<file path="src/rtl/cirno9_define.v">
// cirno9 shared defines: CAL operation bundle field positions and arbiter tag width.
// Bundle layout, LSB first: opn2[31:0], opn1[31:0], then one-hot op bits
// (add, sub, sll, xor, cmp).
`ifndef CIRNO9_DEFINE_V
`define CIRNO9_DEFINE_V

`define CIRNO_CAL_OPN2_LSB   0
`define CIRNO_CAL_OPN2_MSB   31
`define CIRNO_CAL_OPN1_LSB   32
`define CIRNO_CAL_OPN1_MSB   63
`define CIRNO_CAL_ADD        64
`define CIRNO_CAL_SUB        65
`define CIRNO_CAL_SLL        66
`define CIRNO_CAL_XOR        67
`define CIRNO_CAL_CMP        68
`define CIRNO_CAL_OPB_SIZE   69

`define CIRNO_CAL_ARB_TAG_W  4

`endif

</file>
<file path="src/rtl/exu_cal_arb_pkg.sv">
// exu_cal_arb_pkg: shared types and constants for the EX calc-unit arbiter.
// Exposes the CAL bundle field positions as typed localparams and a helper that
// packs an operation into a bundle.
`include "cirno9_define.v"

package exu_cal_arb_pkg;

  localparam int unsigned CalOpbW    = `CIRNO_CAL_OPB_SIZE;
  localparam int unsigned CalTagW    = `CIRNO_CAL_ARB_TAG_W;
  localparam int unsigned CalResW    = 32;

  localparam int unsigned CalOpn2Lsb = `CIRNO_CAL_OPN2_LSB;
  localparam int unsigned CalOpn1Lsb = `CIRNO_CAL_OPN1_LSB;
  localparam int unsigned CalAddBit  = `CIRNO_CAL_ADD;
  localparam int unsigned CalSubBit  = `CIRNO_CAL_SUB;
  localparam int unsigned CalSllBit  = `CIRNO_CAL_SLL;
  localparam int unsigned CalXorBit  = `CIRNO_CAL_XOR;
  localparam int unsigned CalCmpBit  = `CIRNO_CAL_CMP;

  typedef enum logic [2:0] {
    CalAdd,
    CalSub,
    CalSll,
    CalXor,
    CalCmp
  } cal_op_e;

  function automatic logic [CalOpbW-1:0] cal_pack(input cal_op_e op, input logic [31:0] opn1,
                                                  input logic [31:0] opn2);
    logic [CalOpbW-1:0] opb;
    opb = '0;
    opb[CalOpn1Lsb +: 32] = opn1;
    opb[CalOpn2Lsb +: 32] = opn2;
    case (op)
      CalAdd:  opb[CalAddBit] = 1'b1;
      CalSub:  opb[CalSubBit] = 1'b1;
      CalSll:  opb[CalSllBit] = 1'b1;
      CalXor:  opb[CalXorBit] = 1'b1;
      CalCmp:  opb[CalCmpBit] = 1'b1;
      default: opb = '0;
    endcase
    return opb;
  endfunction

endpackage

</file>
<file path="src/rtl/exu_cal_arb_if.sv">
// exu_cal_arb_if: one requester's channel into the calc arbiter.
//   req_val/req_rdy/req_opb/req_tag : operation handshake (requester -> arbiter)
//   rsp_val/rsp_rdy/rsp_res/rsp_tag : result handshake (arbiter -> requester)
// master = requester side, slave = arbiter side.
interface exu_cal_arb_if #(
  parameter int unsigned OPB_W = exu_cal_arb_pkg::CalOpbW,
  parameter int unsigned TAG_W = exu_cal_arb_pkg::CalTagW
);

  logic             req_val;
  logic             req_rdy;
  logic [OPB_W-1:0] req_opb;
  logic [TAG_W-1:0] req_tag;
  logic             rsp_val;
  logic             rsp_rdy;
  logic [31:0]      rsp_res;
  logic [TAG_W-1:0] rsp_tag;

  modport master (
    output req_val, req_opb, req_tag, rsp_rdy,
    input  req_rdy, rsp_val, rsp_res, rsp_tag
  );

  modport slave (
    input  req_val, req_opb, req_tag, rsp_rdy,
    output req_rdy, rsp_val, rsp_res, rsp_tag
  );

endinterface

</file>
<file path="src/rtl/exu_cal_arb_rr2.sv">
// exu_cal_arb_rr2: 2-way grant with round-robin priority pointer.
//   clk, rst_n : clock, asynchronous active-low reset
//   req[1:0]   : request vector
//   advance    : a grant was consumed this cycle
//   grant      : index of the granted requester (0 when nothing requests)
// With CIRNO_CAL_ARB_FIXPRI_EN defined, requester 0 always wins a conflict and the
// pointer is not built.
module exu_cal_arb_rr2 (
  input  logic       clk,
  input  logic       rst_n,
  input  logic [1:0] req,
  input  logic       advance,
  output logic       grant
);

`ifdef CIRNO_CAL_ARB_FIXPRI_EN

  assign grant = req[1] & ~req[0];

  logic unused_fixpri;
  assign unused_fixpri = ^{clk, rst_n, advance};

`else

  logic rr_ptr_q;
  logic rr_ptr_d;

  always_comb begin
    grant    = (req == 2'b11) ? rr_ptr_q : req[1];
    rr_ptr_d = rr_ptr_q;
    // The pointer only moves when a real conflict was resolved.
    if (advance && (req == 2'b11)) begin
      rr_ptr_d = ~grant;
    end
  end

  always_ff @(posedge clk or negedge rst_n) begin
    if (!rst_n) begin
      rr_ptr_q <= 1'b0;
    end else begin
      rr_ptr_q <= rr_ptr_d;
    end
  end

`endif

endmodule

</file>
<file path="src/rtl/exu_cal_arb.sv">
// exu_cal_arb: two-requester arbiter and one-entry result slot in front of the shared
// EX integer calc unit.
//   clk, rst_n     : clock, asynchronous active-low reset
//   ch0, ch1       : requester channels (ch0 = EX issue, ch1 = branch-compare/AGU)
//   cal_val/cal_rdy: operation handoff to the calc unit
//   cal_opb        : granted bundle, all zero when nobody requests
//   cal_res        : combinational calc result, captured on accept
// Optional build macro CIRNO_CAL_ARB_FIXPRI_EN: requester 0 wins every conflict.
module exu_cal_arb
  import exu_cal_arb_pkg::*;
#(
  parameter int unsigned OPB_W = CalOpbW,
  parameter int unsigned TAG_W = CalTagW
) (
  input  logic             clk,
  input  logic             rst_n,
  exu_cal_arb_if.slave     ch0,
  exu_cal_arb_if.slave     ch1,
  output logic             cal_val,
  input  logic             cal_rdy,
  output logic [OPB_W-1:0] cal_opb,
  input  logic [31:0]      cal_res
);

  logic             slot_full_q, slot_full_d;
  logic             owner_q, owner_d;
  logic [31:0]      res_q, res_d;
  logic [TAG_W-1:0] tag_q, tag_d;

  logic [1:0] req_vec;
  logic       grant;
  logic       drain;
  logic       slot_free;
  logic       accept;

  assign req_vec = {ch1.req_val, ch0.req_val};

  exu_cal_arb_rr2 u_rr2 (
    .clk     (clk),
    .rst_n   (rst_n),
    .req     (req_vec),
    .advance (accept),
    .grant   (grant)
  );

  always_comb begin
    drain     = slot_full_q & (owner_q ? ch1.rsp_rdy : ch0.rsp_rdy);
    // A draining slot can be refilled in the same cycle: 1 op/cycle streaming.
    slot_free = ~slot_full_q | drain;
    // rst_n gate keeps rdy/cal_val low while reset is held with requests pending.
    accept    = rst_n & slot_free & cal_rdy & (|req_vec);

    slot_full_d = slot_full_q;
    owner_d     = owner_q;
    res_d       = res_q;
    tag_d       = tag_q;
    if (accept) begin
      slot_full_d = 1'b1;
      owner_d     = grant;
      res_d       = cal_res;
      tag_d       = grant ? ch1.req_tag : ch0.req_tag;
    end else if (drain) begin
      slot_full_d = 1'b0;
    end
  end

  always_comb begin
    cal_opb = '0;
    if (|req_vec) begin
      cal_opb = grant ? ch1.req_opb : ch0.req_opb;
    end
  end

  assign cal_val     = accept;
  assign ch0.req_rdy = accept & ~grant;
  assign ch1.req_rdy = accept & grant;

  // Result/tag stay visible on the owner's port after a drain; only val drops.
  assign ch0.rsp_val = slot_full_q & ~owner_q;
  assign ch1.rsp_val = slot_full_q & owner_q;
  assign ch0.rsp_res = owner_q ? '0 : res_q;
  assign ch1.rsp_res = owner_q ? res_q : '0;
  assign ch0.rsp_tag = owner_q ? '0 : tag_q;
  assign ch1.rsp_tag = owner_q ? tag_q : '0;

  always_ff @(posedge clk or negedge rst_n) begin
    if (!rst_n) begin
      slot_full_q <= 1'b0;
      owner_q     <= 1'b0;
      res_q       <= '0;
      tag_q       <= '0;
    end else begin
      slot_full_q <= slot_full_d;
      owner_q     <= owner_d;
      res_q       <= res_d;
      tag_q       <= tag_d;
    end
  end

endmodule

</file>
<file path="src/flat_wrapper.sv">
// flat-port wrapper written by rule: the top's interface ports become plain ports
module exu_cal_arb_flat import exu_cal_arb_pkg::*;
#(
  parameter int unsigned OPB_W = CalOpbW,
  parameter int unsigned TAG_W = CalTagW
)
  (clk, rst_n, cal_val, cal_rdy, cal_opb, cal_res, ch0_req_val, ch0_req_opb, ch0_req_tag, ch0_rsp_rdy, ch0_req_rdy, ch0_rsp_val, ch0_rsp_res, ch0_rsp_tag, ch1_req_val, ch1_req_opb, ch1_req_tag, ch1_rsp_rdy, ch1_req_rdy, ch1_rsp_val, ch1_rsp_res, ch1_rsp_tag);
  exu_cal_arb_if #(.OPB_W(OPB_W), .TAG_W(TAG_W)) ch0_i ();
  exu_cal_arb_if #(.OPB_W(OPB_W), .TAG_W(TAG_W)) ch1_i ();
  input  logic clk;
  input  logic rst_n;
  output logic cal_val;
  input  logic cal_rdy;
  output logic [OPB_W-1:0] cal_opb;
  input  logic [31:0] cal_res;
  input wire logic [$bits(ch0_i.req_val)-1:0] ch0_req_val;
  input wire logic [$bits(ch0_i.req_opb)-1:0] ch0_req_opb;
  input wire logic [$bits(ch0_i.req_tag)-1:0] ch0_req_tag;
  input wire logic [$bits(ch0_i.rsp_rdy)-1:0] ch0_rsp_rdy;
  output wire logic [$bits(ch0_i.req_rdy)-1:0] ch0_req_rdy;
  output wire logic [$bits(ch0_i.rsp_val)-1:0] ch0_rsp_val;
  output wire logic [$bits(ch0_i.rsp_res)-1:0] ch0_rsp_res;
  output wire logic [$bits(ch0_i.rsp_tag)-1:0] ch0_rsp_tag;
  input wire logic [$bits(ch1_i.req_val)-1:0] ch1_req_val;
  input wire logic [$bits(ch1_i.req_opb)-1:0] ch1_req_opb;
  input wire logic [$bits(ch1_i.req_tag)-1:0] ch1_req_tag;
  input wire logic [$bits(ch1_i.rsp_rdy)-1:0] ch1_rsp_rdy;
  output wire logic [$bits(ch1_i.req_rdy)-1:0] ch1_req_rdy;
  output wire logic [$bits(ch1_i.rsp_val)-1:0] ch1_rsp_val;
  output wire logic [$bits(ch1_i.rsp_res)-1:0] ch1_rsp_res;
  output wire logic [$bits(ch1_i.rsp_tag)-1:0] ch1_rsp_tag;
  assign ch0_i.req_val = ch0_req_val;
  assign ch0_i.req_opb = ch0_req_opb;
  assign ch0_i.req_tag = ch0_req_tag;
  assign ch0_i.rsp_rdy = ch0_rsp_rdy;
  assign ch0_req_rdy = ch0_i.req_rdy;
  assign ch0_rsp_val = ch0_i.rsp_val;
  assign ch0_rsp_res = ch0_i.rsp_res;
  assign ch0_rsp_tag = ch0_i.rsp_tag;
  assign ch1_i.req_val = ch1_req_val;
  assign ch1_i.req_opb = ch1_req_opb;
  assign ch1_i.req_tag = ch1_req_tag;
  assign ch1_i.rsp_rdy = ch1_rsp_rdy;
  assign ch1_req_rdy = ch1_i.req_rdy;
  assign ch1_rsp_val = ch1_i.rsp_val;
  assign ch1_rsp_res = ch1_i.rsp_res;
  assign ch1_rsp_tag = ch1_i.rsp_tag;
  exu_cal_arb #(.OPB_W(OPB_W), .TAG_W(TAG_W)) u_core (.clk(clk), .rst_n(rst_n), .ch0(ch0_i), .ch1(ch1_i), .cal_val(cal_val), .cal_rdy(cal_rdy), .cal_opb(cal_opb), .cal_res(cal_res));
endmodule
</file>
<file path="config.mk">
export PLATFORM = sky130hd
export DESIGN_NAME = exu_cal_arb_flat
export DESIGN_NICKNAME = d
export VERILOG_FILES = /design/src/rtl/exu_cal_arb_pkg.sv /design/src/rtl/exu_cal_arb_if.sv /design/src/rtl/exu_cal_arb_rr2.sv /design/src/rtl/exu_cal_arb.sv /design/src/flat_wrapper.sv
export VERILOG_INCLUDE_DIRS = /design/src /design/src/rtl
export SDC_FILE = /design/constraint.sdc
export NUM_CORES = 1
export LEC_CHECK = 0
export ABC_AREA = 1
export ABC_CLOCK_PERIOD_IN_PS = 4700
export BUFFER_PORTS_ARGS = -buffer_cell sky130_fd_sc_hd__buf_2
export CAP_MARGIN = 20
export CORE_AREA = 2 2 129 131
export DETAILED_ROUTE_END_ITERATION = 16
export DIE_AREA = 0 0 131 133
export PLACE_DENSITY = 0.59
export SETUP_SLACK_MARGIN = 0.15
export SYNTH_ARGS = -nofsm -noshare
export SYNTH_HDL_FRONTEND = slang
export SYNTH_HIERARCHICAL = 1
export SYNTH_SLANG_ARGS = --single-unit
</file>
<file path="constraint.sdc">
create_clock -name clk -period 4.7 [get_ports clk]
set_clock_uncertainty 0.15 [all_clocks]
set_input_delay 0.94 -clock clk [delete_from_list [all_inputs] [get_ports clk]]
set_output_delay 0.94 -clock clk [all_outputs]
set_load 0.1 [all_outputs]
</file>
Yosys cells after proc, flatten, opt, wreduce, memory -nomap -nowiden
Index checks and enable logic that the tools add are counted.
{ "totals": {"register_bits": 39, "output_inout_bits": 146, "elab_cells": 32} }
{ "classes": {"bitwise": 12, "reduce_logical": 3, "muxes": 11, "n_eq_ne": 1} }
{ "op_table": {"columns": ["op", "n"], "rows": [
  ["69-bit two-way mux", 2],
  ["32-bit two-way mux", 2],
  ["4-bit two-way mux", 3],
  ["1-bit AND", 8],
  ["1-bit two-way mux", 4],
  ["1-bit NOT", 3],
  ["2-bit == test, second input constant", 1],
  ["2-bit nonzero test", 1],
  ["2-bit OR reduction", 1],
  ["1-bit logical AND", 1],
  ["1-bit bitwise OR", 1]
]} }

Longest topological paths before layout
{ "depth": {"depth_word": 7, "depth_mapped": 9} }

Modules after synthesis
The synthesis kept the hierarchy.
{ "by_module_without_submodules": {"columns": ["mod", "instances", "cells_per_inst", "seq_area_each_um2", "area_per_inst_um2"], "rows": [
  ["exu_cal_arb", 1, 571, 950.9, 3140.5],
  ["exu_cal_arb_rr2", 1, 7, 25.0, 55.1]
]} }

Worst setup path after synthesis
No wires, ideal clock.
{ "synth_timing": {"path_kind": "input to output", "from": "in ch1_req_val", "to": "out cal_opb[10]", "slack_ns": 0.365, "cell_stages": 5, "n_path_buf": 2, "t_required_ns": 3.610, "arrival_ns": 3.245, "path_cell_list": "a21boi_0 buf_2 buf_2 nand2_1 a21oi_1"} }
{ "synth_via": {"elab_chain_cells": 4} }
{ "synth_rtl": {"columns": ["item", "line", "source"], "rows": [
  ["from (decl)", "flat_wrapper.sv:24", "input wire logic [$bits(ch1_i.req_val)-1:0] ch1_req_val;"],
  ["2-bit == test", "exu_cal_arb_rr2.sv:29", "grant = (req == 2'b11) ? rr_ptr_q : req[1];"],
  ["1-bit two-way mux", "exu_cal_arb_rr2.sv:29", null],
  ["69-bit two-way mux", "exu_cal_arb.sv:70", "cal_opb = grant ? ch1.req_opb : ch0.req_opb;"],
  ["69-bit two-way mux *", "exu_cal_arb.sv:69", "if (|req_vec) begin"],
  ["to (decl)", "flat_wrapper.sv:14", "output logic [OPB_W-1:0] cal_opb;"]
]} }
Mark *: on every way between the ends. The rest lies on a longest branch, timed or not.

Worst setup path in the final report
{ "layout_timing": {"from": "in ch1_req_val", "to": "out cal_opb[36]"} }
{ "layout_via": {"elab_chain_cells": 4} }
{ "layout_rtl": {"columns": ["item", "line", "source"], "rows": [
  ["2-bit == test", "exu_cal_arb_rr2.sv:29", null],
  ["1-bit two-way mux *", "exu_cal_arb_rr2.sv:29", null],
  ["named net u_core.grant", "exu_cal_arb.sv:31", "logic grant;"],
  ["69-bit two-way mux *", "exu_cal_arb.sv:70", null],
  ["69-bit two-way mux *", "exu_cal_arb.sv:69", null]
]} }
The timed path passes the listed nets; every way through them passes the cells marked *.

==> impl_metrics.yaml <==
outcome:
  status: "finished clean"
pwr:
  peakVddDrop_mv: 0.264
  p_leak_nw: 3.47
  power_mw: 3.07
  powerDensity_nw_per_um2: 591
sta:
  finalWorstSetupSlack_ps: 913
  fmax_ghz: 0.264
  rsz0062_at_grt: "false"
  min_period_ps: 3790
  max_slew_margin: 0.544
  tns_ps: 0
  tightest_slew_ps: 684
  fin_crit_sh: 0.806
  hold_viol: 0
  finalSetupViolations: 0
  slew_violations: 0
layout:
  stdcell_count: 1102
  multi_input_area_um2: 1740
  layout-drive-gt1-share: 0.396
  final_cell_mix: "buf_2, nand2_1, inv_1"
  syn2layout_area_growth_pct: 62.8
  fin_nets: 1066
  fillCellCount: 1872
  register_area_um2: 977
  layout_commonest_cell: "buf_2"
  stdcell_area_um2: 5200
global_routing:
  grt_pass1_vias: 3975
  antenna_found_initial: 2
  grt_max_degree: 74
  track_usage: 0.153
  grt_pass1_wl_um: 21200
  grt_overflow: 0
clock_network:
  htree_levels: 2
  clock_sinks: 39
  hold_buffers: 0
  clock_path_buffers: 2
  cts_made_buffers: 5
  post_cts_buffers: 0
  cts_tree: "done"
  clk_pin_slew_ps: 50
  cts_resized: 0
  clk_latency_ps: 280
  cts_root_buf: "clkbuf_16"
critical_path:
  worstPathCellList: "buf_2 > a21boi_4 > buf_12 > nand2_1 > a21oi_1 > buf_2"
  critPathMaxFanout: 55
  cp-startpoint: "ch1_req_val"
  crit_type: "input pin to primary output"
  r2r_start: "u_core/owner_q$_DFFE_PN0P_"
  critPathArrivalTime_ps: 2700
  slowest_delay_ps: 550
  cp_slowest_cell: "a21boi_4"
  cp-end-kind: "primary output"
  crit_required_ps: 3610
  cp_common_cell: "buf_2"
  start_kind: "input pin"
route:
  firstDrtPassIters: 4
  drc_errors: 0
  vias: 4465
  drtIter0Drc: 171
  wire_per_inst_um: 12.7
  totalWireLength_um: 14000
  postRouteAntennaNets: 0
  vias_per_cell: 4.05
die:
  die_y_um: 133
  ioPinCount: 331
  row_count: 47
  core_um2: 16200
  die_area_um2: 17400
  start_util: 0.198
  die_w_um: 131
placement:
  dp.cells: 1094
  dp_slack_ps: 885
  dp.final_hpwl_um: 11300
  globalplace.congestion: 0.839
  placed_cell_area_um2: 5070
  port-buffer-count: 330
min_path:
  min-delay-start: "u_core/res_q[26]$_DFFE_PN0P_"
  min_path_type: "flip-flop to flip-flop"
yosys:
  synth.distinct_cells: 15
  synth_fp_nets: 763
  syn_area_um2: 3200
  yosys_warnings: 6
  ys_seq_elements: 39
  seq_area_frac_synth: 0.305
  syn-instance-count: 578
  syn_area_per_cell_um2: 5.53
run:
  drv_cap: 0
==> final timing paths <==
kind	endpoint	cells past startpoint	slack, ps
worst max-delay path	cal_opb[36]	6	910
worst min-delay path	u_core/res_q[26]$_DFFE_PN0P_	2	350
worst max register to register	u_core/res_q[29]$_DFFE_PN0P_	7	2580
worst min register to register	u_core/res_q[26]$_DFFE_PN0P_	2	350
max in group asynchronous	u_core/owner_q$_DFFE_PN0P_	2	3440
min in group asynchronous	u_core/res_q[0]$_DFFE_PN0P_	2	600
==> logic make-up (layout without fill, tap and decap cells) <==
logic type,Yosys count,count (layout),share of synthesized area
buffers and inverters,121,424,0.159
AND/OR/NAND/NOR,348,348,0.426
AO/OA/AOI/OAI,70,70,0.110
flip-flops,39,39,0.305
other,0,1,0
==> metrics by stage <==
stage | utilization | hold slack [ps]
floorplan | - | 299
global placement | 0.313 | 320
detailed placement | 0.313 | 326
CTS | 0.322 | 344
global route | 0.322 | 378
finish | 0.322 | 346
==> routing by layer <==
metal | track usage | wire [um] | vias up
met1 | 0.202 | 6090 | 1914
met3 | 0.0190 | 941 | 15
met5 | 0 | 0 | -
met2 | 0.261 | 6710 | 201
met4 | 0.0431 | 255 | 0
li1 | - | - | 2335
==> cell type report <==
type,count,area share
repair buffers,338,0.342
multi-input cells,418,0.334
flip-flops and latches,39,0.188
inverters,79,0.0570
well taps,220,0.0529
clock buffers,7,0.0255
diodes,1,0.000481
==> cells in the mapped netlist, drive strengths merged <==
master / instances / area share
buf: 32 / 0.054
nand2: 268 / 0.31
nor2: 40 / 0.048
nand3: 39 / 0.061
inv: 79 / 0.093
clkbuf: 10 / 0.012
a21boi: 1 / 0.0024
nand4: 1 / 0.0020
dfrtp: 39 / 0.31
a21oi: 69 / 0.11
==> sequential cells by signal, indices dropped and copies added, names as in the netlist <==
register	cells
u_core/owner_q	1
u_core/res_q	32
u_core/slot_full_q	1
u_core/tag_q	4
u_core/u_rr2/rr_ptr_q	1
==> critical path: cells and delay by family <==
family	cells	cell delay [ps]
buffers and inverters	3	890
AOI/OAI and AO/OA	2	750
and+or+nand+nor	1	80
==> report_power, final <==
group	switching (mW)	leakage, nW	internal (mW)
clock	0.120	0.0640	0.194
sequential	0.0790	0.484	0.419
combinational	1.92	2.92	0.337
Note: power is estimated with default switching activity, not from simulation.
